--- src/rtl/uart_rx_fifo_pkg.sv ---
// Shared types and constants for the UART receive path.
package uart_pkg;

  typedef enum logic [1:0] {
    IDLE,
    START,
    DATA,
    STOP
  } rx_state_t;

  localparam int unsigned UART_DATA_BITS          = 8;
  localparam int unsigned UART_DIV_MIN            = 2;
  localparam int unsigned UART_DEF_DIV_50M_115200 = 434;

endpackage

--- src/rtl/uart_rx_fifo_if.sv ---
// Received-byte handshake between the UART receiver and the register block.
interface uart_rx_fifo_if #(
  parameter int FIFO_DEPTH = 8
);
  logic [7:0]                    rx_data;
  logic                          rx_valid;
  logic                          rx_ready;
  logic [$clog2(FIFO_DEPTH):0]   fifo_level;

  modport master (output rx_data, output rx_valid, output fifo_level, input rx_ready);
  modport slave  (input rx_data, input rx_valid, input fifo_level, output rx_ready);
endinterface

--- src/rtl/uart_rx_fifo_sync_fifo.sv ---
// First-word-fall-through FIFO; head output holds its last value while empty.
module sync_fifo #(
  parameter int WIDTH = 8,
  parameter int DEPTH = 8
) (
  input  logic                       i_clk,
  input  logic                       i_rst_n,
  input  logic                       i_push,
  input  logic [WIDTH-1:0]           i_data,
  input  logic                       i_pop,
  output logic [WIDTH-1:0]           o_data,
  output logic                       o_full,
  output logic                       o_empty,
  output logic [$clog2(DEPTH):0]     o_level
);
  localparam int AW = $clog2(DEPTH);
  localparam int LW = AW + 1;

  logic [WIDTH-1:0] r_mem [DEPTH];
  logic [AW-1:0]    r_wr;
  logic [AW-1:0]    r_rd;
  logic [LW-1:0]    r_level;
  logic [WIDTH-1:0] r_hold;
  logic             w_do_push;
  logic             w_do_pop;

  assign o_empty   = (r_level == '0);
  assign o_full    = (r_level == LW'(DEPTH));
  assign w_do_pop  = i_pop & ~o_empty;
  // A full FIFO still accepts a push when the head leaves in the same cycle.
  assign w_do_push = i_push & (~o_full | w_do_pop);
  assign o_level   = r_level;
  assign o_data    = o_empty ? r_hold : r_mem[r_rd];

  always_ff @(posedge i_clk) begin
    if (w_do_push) r_mem[r_wr] <= i_data;
  end

  always_ff @(posedge i_clk or negedge i_rst_n) begin
    if (!i_rst_n) begin
      r_wr    <= '0;
      r_rd    <= '0;
      r_level <= '0;
      r_hold  <= '0;
    end else begin
      if (w_do_push) r_wr <= r_wr + 1'b1;
      if (w_do_pop)  r_rd <= r_rd + 1'b1;
      if (!o_empty)  r_hold <= r_mem[r_rd];
      case ({w_do_push, w_do_pop})
        2'b10:   r_level <= r_level + 1'b1;
        2'b01:   r_level <= r_level - 1'b1;
        default: r_level <= r_level;
      endcase
    end
  end

endmodule

--- src/rtl/uart_rx_fifo.sv ---
// 8N1 UART receiver with programmable divisor, receive FIFO and sticky error flags.
module uart_rx_fifo
  import uart_pkg::*;
#(
  parameter int FIFO_DEPTH = 8,
  parameter int DIV_W      = 16
) (
  input  logic              wb_clk_i,
  input  logic              wb_rst_n,
  input  logic              en,
  input  logic [DIV_W-1:0]  baud_div,
  input  logic              rx_i,
  output logic              rx_busy,
  output logic              frame_err,
  output logic              overrun,
  input  logic              err_clr,
  uart_rx_fifo_if.master    rx_if
);
  localparam int IDXW = $clog2(UART_DATA_BITS);

  logic             r_rx_meta, r_rx_s, r_rx_s_d;
  rx_state_t        r_state, w_state_nxt;
  logic [DIV_W-1:0] r_div_q, r_cnt, w_div_eff;
  logic [IDXW-1:0]  r_bit_idx;
  logic [7:0]       r_shift;
  logic             r_frame_err, r_overrun;
  logic             w_latch, w_load_full, w_sample, w_push, w_frame_set;
  logic             w_cnt_zero, w_fall, w_pop, w_full, w_empty;

  assign w_div_eff  = (baud_div < DIV_W'(UART_DIV_MIN)) ? DIV_W'(UART_DIV_MIN) : baud_div;
  assign w_cnt_zero = (r_cnt == '0);
  assign w_fall     = r_rx_s_d & ~r_rx_s;
  assign w_pop      = rx_if.rx_valid & rx_if.rx_ready;
  assign rx_busy    = (r_state != IDLE);
  assign frame_err  = r_frame_err;
  assign overrun    = r_overrun;
  assign rx_if.rx_valid = ~w_empty;

  always_ff @(posedge wb_clk_i or negedge wb_rst_n) begin
    if (!wb_rst_n) begin
      r_rx_meta <= 1'b1;
      r_rx_s    <= 1'b1;
      r_rx_s_d  <= 1'b1;
      r_state   <= IDLE;
    end else begin
      r_rx_meta <= rx_i;
      r_rx_s    <= r_rx_meta;
      r_rx_s_d  <= r_rx_s;
      r_state   <= w_state_nxt;
    end
  end

  // Strobes are only raised while enabled, so dropping en aborts without a push.
  always_comb begin
    w_state_nxt = r_state;
    w_latch     = 1'b0;
    w_load_full = 1'b0;
    w_sample    = 1'b0;
    w_push      = 1'b0;
    w_frame_set = 1'b0;
    if (!en) begin
      w_state_nxt = IDLE;
    end else begin
      case (r_state)
        IDLE: if (w_fall) begin
          w_latch     = 1'b1;
          w_state_nxt = START;
        end
        START: if (w_cnt_zero) begin
          if (r_rx_s) begin
            w_state_nxt = IDLE;
          end else begin
            w_load_full = 1'b1;
            w_state_nxt = DATA;
          end
        end
        DATA: if (w_cnt_zero) begin
          w_sample    = 1'b1;
          w_load_full = 1'b1;
          if (r_bit_idx == IDXW'(UART_DATA_BITS - 1)) w_state_nxt = STOP;
        end
        STOP: if (w_cnt_zero) begin
          w_state_nxt = IDLE;
          if (r_rx_s) w_push = 1'b1;
          else        w_frame_set = 1'b1;
        end
        default: w_state_nxt = IDLE;
      endcase
    end
  end

  always_ff @(posedge wb_clk_i or negedge wb_rst_n) begin
    if (!wb_rst_n) begin
      r_div_q     <= '0;
      r_cnt       <= '0;
      r_bit_idx   <= '0;
      r_shift     <= '0;
      r_frame_err <= 1'b0;
      r_overrun   <= 1'b0;
    end else begin
      if (w_latch) begin
        r_div_q   <= w_div_eff;
        r_cnt     <= (w_div_eff >> 1) - 1'b1;
        r_bit_idx <= '0;
      end else if (w_load_full) begin
        r_cnt <= r_div_q - 1'b1;
      end else if (!w_cnt_zero) begin
        r_cnt <= r_cnt - 1'b1;
      end
      if (w_sample) begin
        r_shift[r_bit_idx] <= r_rx_s;
        r_bit_idx          <= r_bit_idx + 1'b1;
      end
      if (w_frame_set)                   r_frame_err <= 1'b1;
      else if (err_clr)                  r_frame_err <= 1'b0;
      if (w_push && w_full && !w_pop)    r_overrun   <= 1'b1;
      else if (err_clr)                  r_overrun   <= 1'b0;
    end
  end

  sync_fifo #(
    .WIDTH (8),
    .DEPTH (FIFO_DEPTH)
  ) u_fifo (
    .i_clk   (wb_clk_i),
    .i_rst_n (wb_rst_n),
    .i_push  (w_push),
    .i_data  (r_shift),
    .i_pop   (rx_if.rx_ready),
    .o_data  (rx_if.rx_data),
    .o_full  (w_full),
    .o_empty (w_empty),
    .o_level (rx_if.fifo_level)
  );

endmodule
--- src/flat_wrapper.sv ---
// flat-port wrapper written by rule: the top's interface ports become plain ports
module uart_rx_fifo_flat import uart_pkg::*;
#(
  parameter int FIFO_DEPTH = 8,
  parameter int DIV_W      = 16
)
  (wb_clk_i, wb_rst_n, en, baud_div, rx_i, rx_busy, frame_err, overrun, err_clr, rx_if_rx_data, rx_if_rx_valid, rx_if_fifo_level, rx_if_rx_ready);
  uart_rx_fifo_if #(.FIFO_DEPTH(FIFO_DEPTH)) rx_if_i ();
  input  logic wb_clk_i;
  input  logic wb_rst_n;
  input  logic en;
  input  logic [DIV_W-1:0] baud_div;
  input  logic rx_i;
  output logic rx_busy;
  output logic frame_err;
  output logic overrun;
  input  logic err_clr;
  output wire logic [$bits(rx_if_i.rx_data)-1:0] rx_if_rx_data;
  output wire logic [$bits(rx_if_i.rx_valid)-1:0] rx_if_rx_valid;
  output wire logic [$bits(rx_if_i.fifo_level)-1:0] rx_if_fifo_level;
  input wire logic [$bits(rx_if_i.rx_ready)-1:0] rx_if_rx_ready;
  assign rx_if_rx_data = rx_if_i.rx_data;
  assign rx_if_rx_valid = rx_if_i.rx_valid;
  assign rx_if_fifo_level = rx_if_i.fifo_level;
  assign rx_if_i.rx_ready = rx_if_rx_ready;
  uart_rx_fifo #(.FIFO_DEPTH(FIFO_DEPTH), .DIV_W(DIV_W)) u_core (.wb_clk_i(wb_clk_i), .wb_rst_n(wb_rst_n), .en(en), .baud_div(baud_div), .rx_i(rx_i), .rx_busy(rx_busy), .frame_err(frame_err), .overrun(overrun), .err_clr(err_clr), .rx_if(rx_if_i));
endmodule
--- config.mk ---
export PLATFORM = sky130hd
export DESIGN_NAME = uart_rx_fifo_flat
export DESIGN_NICKNAME = d
export VERILOG_FILES = /design/src/rtl/uart_rx_fifo_pkg.sv /design/src/rtl/uart_rx_fifo_if.sv /design/src/rtl/uart_rx_fifo_sync_fifo.sv /design/src/rtl/uart_rx_fifo.sv /design/src/flat_wrapper.sv
export SDC_FILE = /design/constraint.sdc
export NUM_CORES = 1
export LEC_CHECK = 0
export BUFFER_PORTS_ARGS = -buffer_cell sky130_fd_sc_hd__buf_2
export CORE_UTILIZATION = 50
export DETAILED_ROUTE_END_ITERATION = 8
export GPL_ROUTABILITY_DRIVEN = 0
export HOLD_SLACK_MARGIN = 0.1
export PLACE_DENSITY_LB_ADDON = 0.15
export SYNTH_ARGS = -nofsm -noshare
export SYNTH_HDL_FRONTEND = slang
export SYNTH_HIERARCHICAL = 1
export SYNTH_SLANG_ARGS = --single-unit
--- constraint.sdc ---
create_clock -name wb_clk_i -period 3.2 [get_ports wb_clk_i]
set_input_delay 0.96 -clock wb_clk_i [delete_from_list [all_inputs] [get_ports wb_clk_i]]
set_output_delay 0.96 -clock wb_clk_i [all_outputs]
set_load 0.02 [all_outputs]
==> impl_results.md, run 1 <==
- Status: finished with violations
- Violated checks: design-rule violations
- Number of synthesized flops with an enable pin: 64
- Routed Antenna Nets: 0
- Final nets: 598
- Port Buf Inserts: 37
- Hold WS: 0.3549 ns
- Yosys top cell by area: edfxtp_1
- Syn Area/Cell: 12.23 um^2
- CTS root buf: clkbuf_16
- Die area: 12450 um^2
- FF+latch area: 3627 um^2
- Adder-cell area share of the yosys netlist: 0.02625
- WP buf/inv: 2
- Clock transition at path regs: 0.06 ns
- RSZ-0062 raised after global routing: no
- Async S/R FF share, synth: 0.5152
- Largest family of logic cells by synthesized area: simple AND/OR/NAND/NOR gates
- Crit end category: flop
- Filler-free cell count of the finished design: 720
- Synth Warn #: 6
- CTS H-tree depth: 4
- Initial Util: 0.5193
- Max-Cap Viols: 0
- Via count: 3966
- Top cells by area, synth: edfxtp_1 (32%), dfrtp_1 (27%), mux2_2 (4.7%)
- Synth Register Bits: 132
- DR iter-0 viols: 318
- Syn Inst Count: 491
- CP startpoint kind: flop
- Most frequent cells in the layout: nand2_1 (68), dfrtp_1 (65), edfxtp_1 (64)
- Commonest non-fill, non-tap cell in the layout: nand2_1
- Synth unique cells: 61
- Pwr dens: 825.8 nW/um^2
- Endpoints failing hold: 0
- Core area: 11560 um^2
- # DRC: 10
- Post-Synth Simple-Gate Area: 0.1302
- Fill count: 929
- Crit-path max cell delay: 0.46 ns
- CTS tree: done
- Antenna cells: 0
- Multi-input logic area: 2222 um^2
- Io pins: 38
- Sum of negative setup slack: 0 ns
- First-pass detailed-route iteration total: 7
- Finished Cell Area: 7161 um^2
- Worst-path fanout max: 5
- Lkg Pwr: 2.907 nW
- Max Fclk: 332.2 MHz
- Top cell type's share of synthesized area: 0.3200
- Layout cells sized above 1: 0.2548
- CP Data Required Time: 3.51 ns
- Setup violators final: 0
- Number of global-route vias before repair: 3949
- Crit Path Category: reg -> reg
- Slew @ Worst Pin: 0.5450 ns
- Compound-cell area share of the yosys netlist: 0.09917
- Worst-Skew Late Latency: 0.42 ns
- Arrival @ worst endpoint: 3.32 ns
- GRT Total Usage: 0.2093
- Die Width: 111.6 um
- Synth Net Count: 525
- Clk_skew: 0.004671 ns
- Min Tclk post-route: 3.011 ns
- Area delta synth->final: 19.23%
- Critical path's slowest cell: a311oi_1
- Total congestion overflow: 0
- Clock Tree Buf Depth: 2
- Post-Synth XOR/XNOR Area: 0.02042
- Period Utilization, post-route: 0.9408
- IR drop worst, VDD: 520.7 uV
- Slew HR: 0.6359
- Number of core rows: 39
- Ys flop type: dfrtp_1
- Global-route wire length before repair: 19820 um
- # clock sinks: 132
- Final Max Slew Viols: 0
- Largest net degree at the start of global routing: 69
- Placed cell area: 6558 um^2
- Mux contribution to synthesized area: 0.09208
- Die height: 111.6 um
- Clock buffer count from CTS: 17
- Mapped cell area: 6006 um^2
- DR WL/cell: 16.48 um
- Placed insts: 688
- Cells along the critical path: inv_1 > ha_1 > and2_1 > o21a_1 > a311oi_1 > o221ai_2 > or2_1 > buf_4 > nor4_1 > mux2_2
- Final WL: 11860 um
- Post-DR vias/cell: 5.508
- Sequential area share after synthesis: 0.6040
- Crit path max-delay family: compound AO/OA/AOI/OAI gates
- Initial antenna violation count: 0
- Type of the most critical hold path: reg -> reg
- DP HPWL: 8361 um
sequential cells by signal, summed over array words and instances (netlist names):
signal,cells
u_core/r_cnt,16
u_core/u_fifo/r_hold,8
u_core/u_fifo/o_level,4
u_core/r_state,2
u_core/r_rx_s_d,1
u_core/r_bit_idx,3
u_core/r_rx_s,1
u_core/r_rx_meta,1
u_core/u_fifo/r_wr,3
u_core/frame_err,1
u_core/r_shift,8
u_core/u_fifo/r_mem,64
u_core/overrun,1
u_core/r_div_q,16
u_core/u_fifo/r_rd,3
layout make-up:
cell class	count	share of cell area
timing repair buffer	74	0.06815
clock inverter	14	0.02272
sequential	132	0.5066
multi-input combinational	325	0.3103
tap	143	0.02499
clock buffer	18	0.05993
inverter	14	0.007339
worst paths after layout:
check / endpoint / slack [ns] / cells past startpoint / from
max: u_core/r_cnt[15] / 0.19 / 10 / u_core/r_state[0]
min reg2reg: u_core/r_rx_s / 0.35 / 0 / u_core/r_rx_meta
min in group asynchronous: u_core/u_fifo/o_level[0] / 0.55 / 2 / wb_rst_n
max in group asynchronous: u_core/r_rx_s / 2.33 / 2 / wb_rst_n
min: u_core/r_rx_s / 0.35 / 0 / u_core/r_rx_meta
max reg2reg: u_core/r_cnt[15] / 0.19 / 10 / u_core/r_state[0]
synth_stat cells (9+ instances only):
master / n
o221ai_1: 9
nor4_1: 9
ha_1: 11
edfxtp_1: 64
inv_1: 14
xnor2_1: 10
o21ai_0: 19
mux2i_1: 23
mux2_2: 25
nand2_1: 68
nand2b_1: 10
nor2_1: 41
dfrtp_1: 65
nor3_1: 12
o31ai_1: 11
per-stage QoR:
step / setup slack, ns / power, mW / utilization
floorplan: 0.03823 / 3.442 / -
global placement: 0.05013 / 3.948 / 0.5670
detailed placement: -0.05620 / 4.003 / 0.5670
CTS: 0.1454 / 5.948 / 0.6182
global route: 0.01697 / 6.243 / 0.6192
finish: 0.1894 / 5.913 / 0.6192
kinds of logic (layout without fill, tap and decap cells):
group,after synthesis,in the layout
muxes,51,51
buffers and inverters,34,120
and+or+nand+nor,167,167
adders and majority gates,12,12
xor gates and xnor gates,14,14
DFF,132,132
AOI/OAI and AO/OA,81,81
metal layers:
layer	part of all wire	GRT usage	vias up
li1	-	-	1940
met1	0.44	0.2581	1905
met2	0.49	0.3396	102
met3	0.049	0.07676	19
met4	0.020	0.07477	0
met5	0	0	-
timing repair:
action / 4_1_cts / 5_1_grt
hold buffers: 0 / 0
endpoints found under the setup margin: 0 / 6
buffers inserted: 0 / 0
resized for setup: 0 / 2
worst reg2reg max path: cells and delay by family, from the launching register on:
kind / cells / cell delay [ns]
AOI/OAI and AO/OA: 3 / 0.81
adders and majority gates: 1 / 0.29
DFF: 1 / 0.42
and+or+nand+nor: 3 / 0.74
muxes: 1 / 0.37
buffers and inverters: 2 / 0.27
report_power, final:
part           leakage (nW)  switching [mW]  internal [mW]
combinational          1.23           0.978          0.758
sequential             1.40           0.196           2.04
clock                 0.283           0.723           1.22
total                  2.91            1.90           4.02
(Power assumes the default switching activity.)
==> run 2: changes to the inputs <==
- CORE_MARGIN: unset -> 2
==> run 2 against run 1 <==
Combinational power barely moved. Critical endpoint is now rx_if_rx_data[0]. The flow now finishes without violations. First-iteration DRC count fell by 30%. Power rose by 0.69%. Critical path depth fell by 5. Clock power barely moved. Clock skew rose by 0.0011 ns.
==> impl_results.md, run 2 (synthesis results as in run 1) <==
- Routed Antenna Nets: 0 (unchanged)
- Worst-path fanout max: 8 (+3)
- CTS root buf: clkbuf_16
- Clock transition at path regs: 0.06 ns (about the same)
- Type of the most critical hold path: reg -> reg
- Pwr dens: 825.5 nW/um^2 (about the same)
- Largest net degree at the start of global routing: 35 (-49%)
- Internal power: 4.046 mW (+0.76%)
- Port Buf Inserts: 37 (unchanged)
- Crit. Startpoint: u_core/u_fifo/r_rd[1]
- Area delta synth->final: 20.08%
- Final Util: 0.6080 (-0.01115)
- Initial Util: 0.5063 (-0.01298)
- Post-DR vias/cell: 5.513 (about the same)
- Switch Pwr: 1.907 mW (+0.53%)
- Worst reg2reg path depth: 12 (+2)
- Finished Cell Area: 7212 um^2 (+0.72%)
- Switch share: 0.3204 (-0.0005037)
- Endpoints failing hold: 0 (unchanged)
- Placed insts: 697 (+1.3%)
- Grt met3 use: 0.05845 (-0.01831)
- DR WL/cell: 16.89 um (+2.5%)
- Setup violators final: 0 (unchanged)
- Top reg by flops: u_core/u_fifo/r_mem
- GRT Total Usage: 0.2113 (+0.001943)
- Layout cells sized above 1: 0.2595 (+0.004684)
- Max Fclk: 333.6 MHz (+0.43%)
- Status: completed
- Die height: 113.6 um (+1.8%)
- Max-Cap Viols: 0 (unchanged)
- Power Total: 5.954 mW (+0.69%)
- Placed cell area: 6600 um^2 (+0.65%)
- CTS H-tree depth: 4 (unchanged)
- Final WL: 12310 um (+3.8%)
- # Post-CTS Setup Buffers: 0 (unchanged)
- Die Width: 113.6 um (+1.8%)
- Hold_sp: u_core/r_rx_meta
- Via count: 4019 (+1.3%)
- Core area: 11860 um^2 (+2.6%)
- # DRC: 0 (-10)
- Lkg Pwr: 2.926 nW (+0.65%)
- Filler-free cell count of the finished design: 729 (+1.3%)
- Final Max Slew Viols: 0 (unchanged)
- Most frequent cells in the layout: nand2_1 (68), dfrtp_1 (65), edfxtp_1 (64)
- Number of core rows: 40 (+2.6%)
- Period Utilization, post-route: 0.9367 (-0.004069)
- Slew HR: 0.5333 (-0.1026)
- Sequential Power Share: 0.376 (-0.002)
- Clk_skew: 0.005753 ns (+0.001082 ns)
- Clock buffer count from CTS: 17 (unchanged)
- CTS tree: done
- Comb pwr share: 0.294 (about the same)
- DP HPWL: 8751 um (+4.7%)
- Min Tclk post-route: 2.998 ns (-0.01302 ns)
- Crit end category: output port
- Met1 usage: 0.2610 (+0.002928)
- Global-route wire length before repair: 21050 um (+6.2%)
- Worst r2r src: u_core/r_cnt[4]
- Clock Tree Buf Depth: 2 (unchanged)
- Initial antenna violation count: 0 (unchanged)
- Hold WS: 0.3584 ns (+0.003518 ns)
- CP Data Required Time: 2.24 ns (-1.27 ns)
- # clock sinks: 132 (unchanged)
- Arrival @ worst endpoint: 2.04 ns (-1.28 ns)
- GR Util met2: 0.3609 (+0.02129)
- Crit Path Category: reg -> out
- First-pass detailed-route iteration total: 4 (-3)
- Antenna cells: 0 (unchanged)
- Commonest non-fill, non-tap cell in the layout: nand2_1
- Number of global-route vias before repair: 4153 (+5.2%)
- Io pins: 38 (unchanged)
- IR drop worst, VDD: 484.2 uV (-7.0%)
- Busiest grt layer: met2
- Slew @ Worst Pin: 0.7000 ns (+0.1550 ns)
- Clock share of power: 0.330 (+0.002)
- Die area: 12900 um^2 (+3.6%)
- Total congestion overflow: 0 (unchanged)
- Final nets: 603 (+0.84%)
- RSZ-0062 raised after global routing: no
- DR iter-0 viols: 224 (-30%)
- CP startpoint kind: flop
- Worst-Skew Late Latency: 0.41 ns (about the same)
- Max FFs per register: 64 (unchanged)
- Biggest regs: u_core/u_fifo/r_mem: 64 flops, u_core/r_cnt: 16 flops, u_core/r_div_q: 16 flops
- Hold depth: 0 (unchanged)
==> run 2: final cells by class <==
type	count	area [um^2]
Fill cell	966	4649
Sequential cell	132	3627
Multi-Input combinational cell	325	2222
Timing Repair Buffer	79	525.5
Clock buffer	20	446.7
Tap cell	147	183.9
Clock inverter	12	153.9
Inverter	14	52.55
==> run 2: final timing paths <==
check	slack (ns)	endpoint
hold / removal	0.36	u_core/r_rx_s
hold reg to reg	0.36	u_core/r_rx_s
setup / recovery	0.20	rx_if_rx_data[0]
min in group asynchronous	0.59	u_core/u_fifo/r_hold[3]
max in group asynchronous	1.83	u_core/r_div_q[9]
setup reg to reg	0.21	u_core/u_fifo/o_level[3]
==> run 2: stage by stage <==
step	setup slack (ns)	setup TNS [ns]
finish	0.2024	0
CTS	0.1225	0
global placement	0.03187	0
global route	0.02317	0
detailed placement	-0.01543	-0.01543
floorplan	0.03823	0
==> run 2: timing repair <==
action	CTS	global route
endpoints found under the hold margin	0	0
hold buffers	0	0
resized for setup	0	2
setup endpoints to repair	0	2
==> run 2: metal layers <==
metal | routed length (um) | up-vias
met5 | 0 | -
met4 | 155 | 0
met3 | 420 | 13
met2 | 6196 | 79
met1 | 5540 | 1971
li1 | - | 1956
==> run 2: power groups by stage <==
stage	Clock (mW)	Combinational (mW)	Sequential [mW]
global placement	0	1.70	2.26
floorplan	0	1.22	2.22
global route	2.07	1.95	2.27
detailed placement	0	1.75	2.26
CTS	2.00	1.76	2.24
finish	1.96	1.75	2.24
==> run 2: worst max-delay path: stages (launching register included) <==
cell,delay [ns]
dfrtp_1,0.43
nor2b_1,0.55
a22oi_1,0.20
o221ai_1,0.14
o21ai_0,0.14
buf_2,0.18
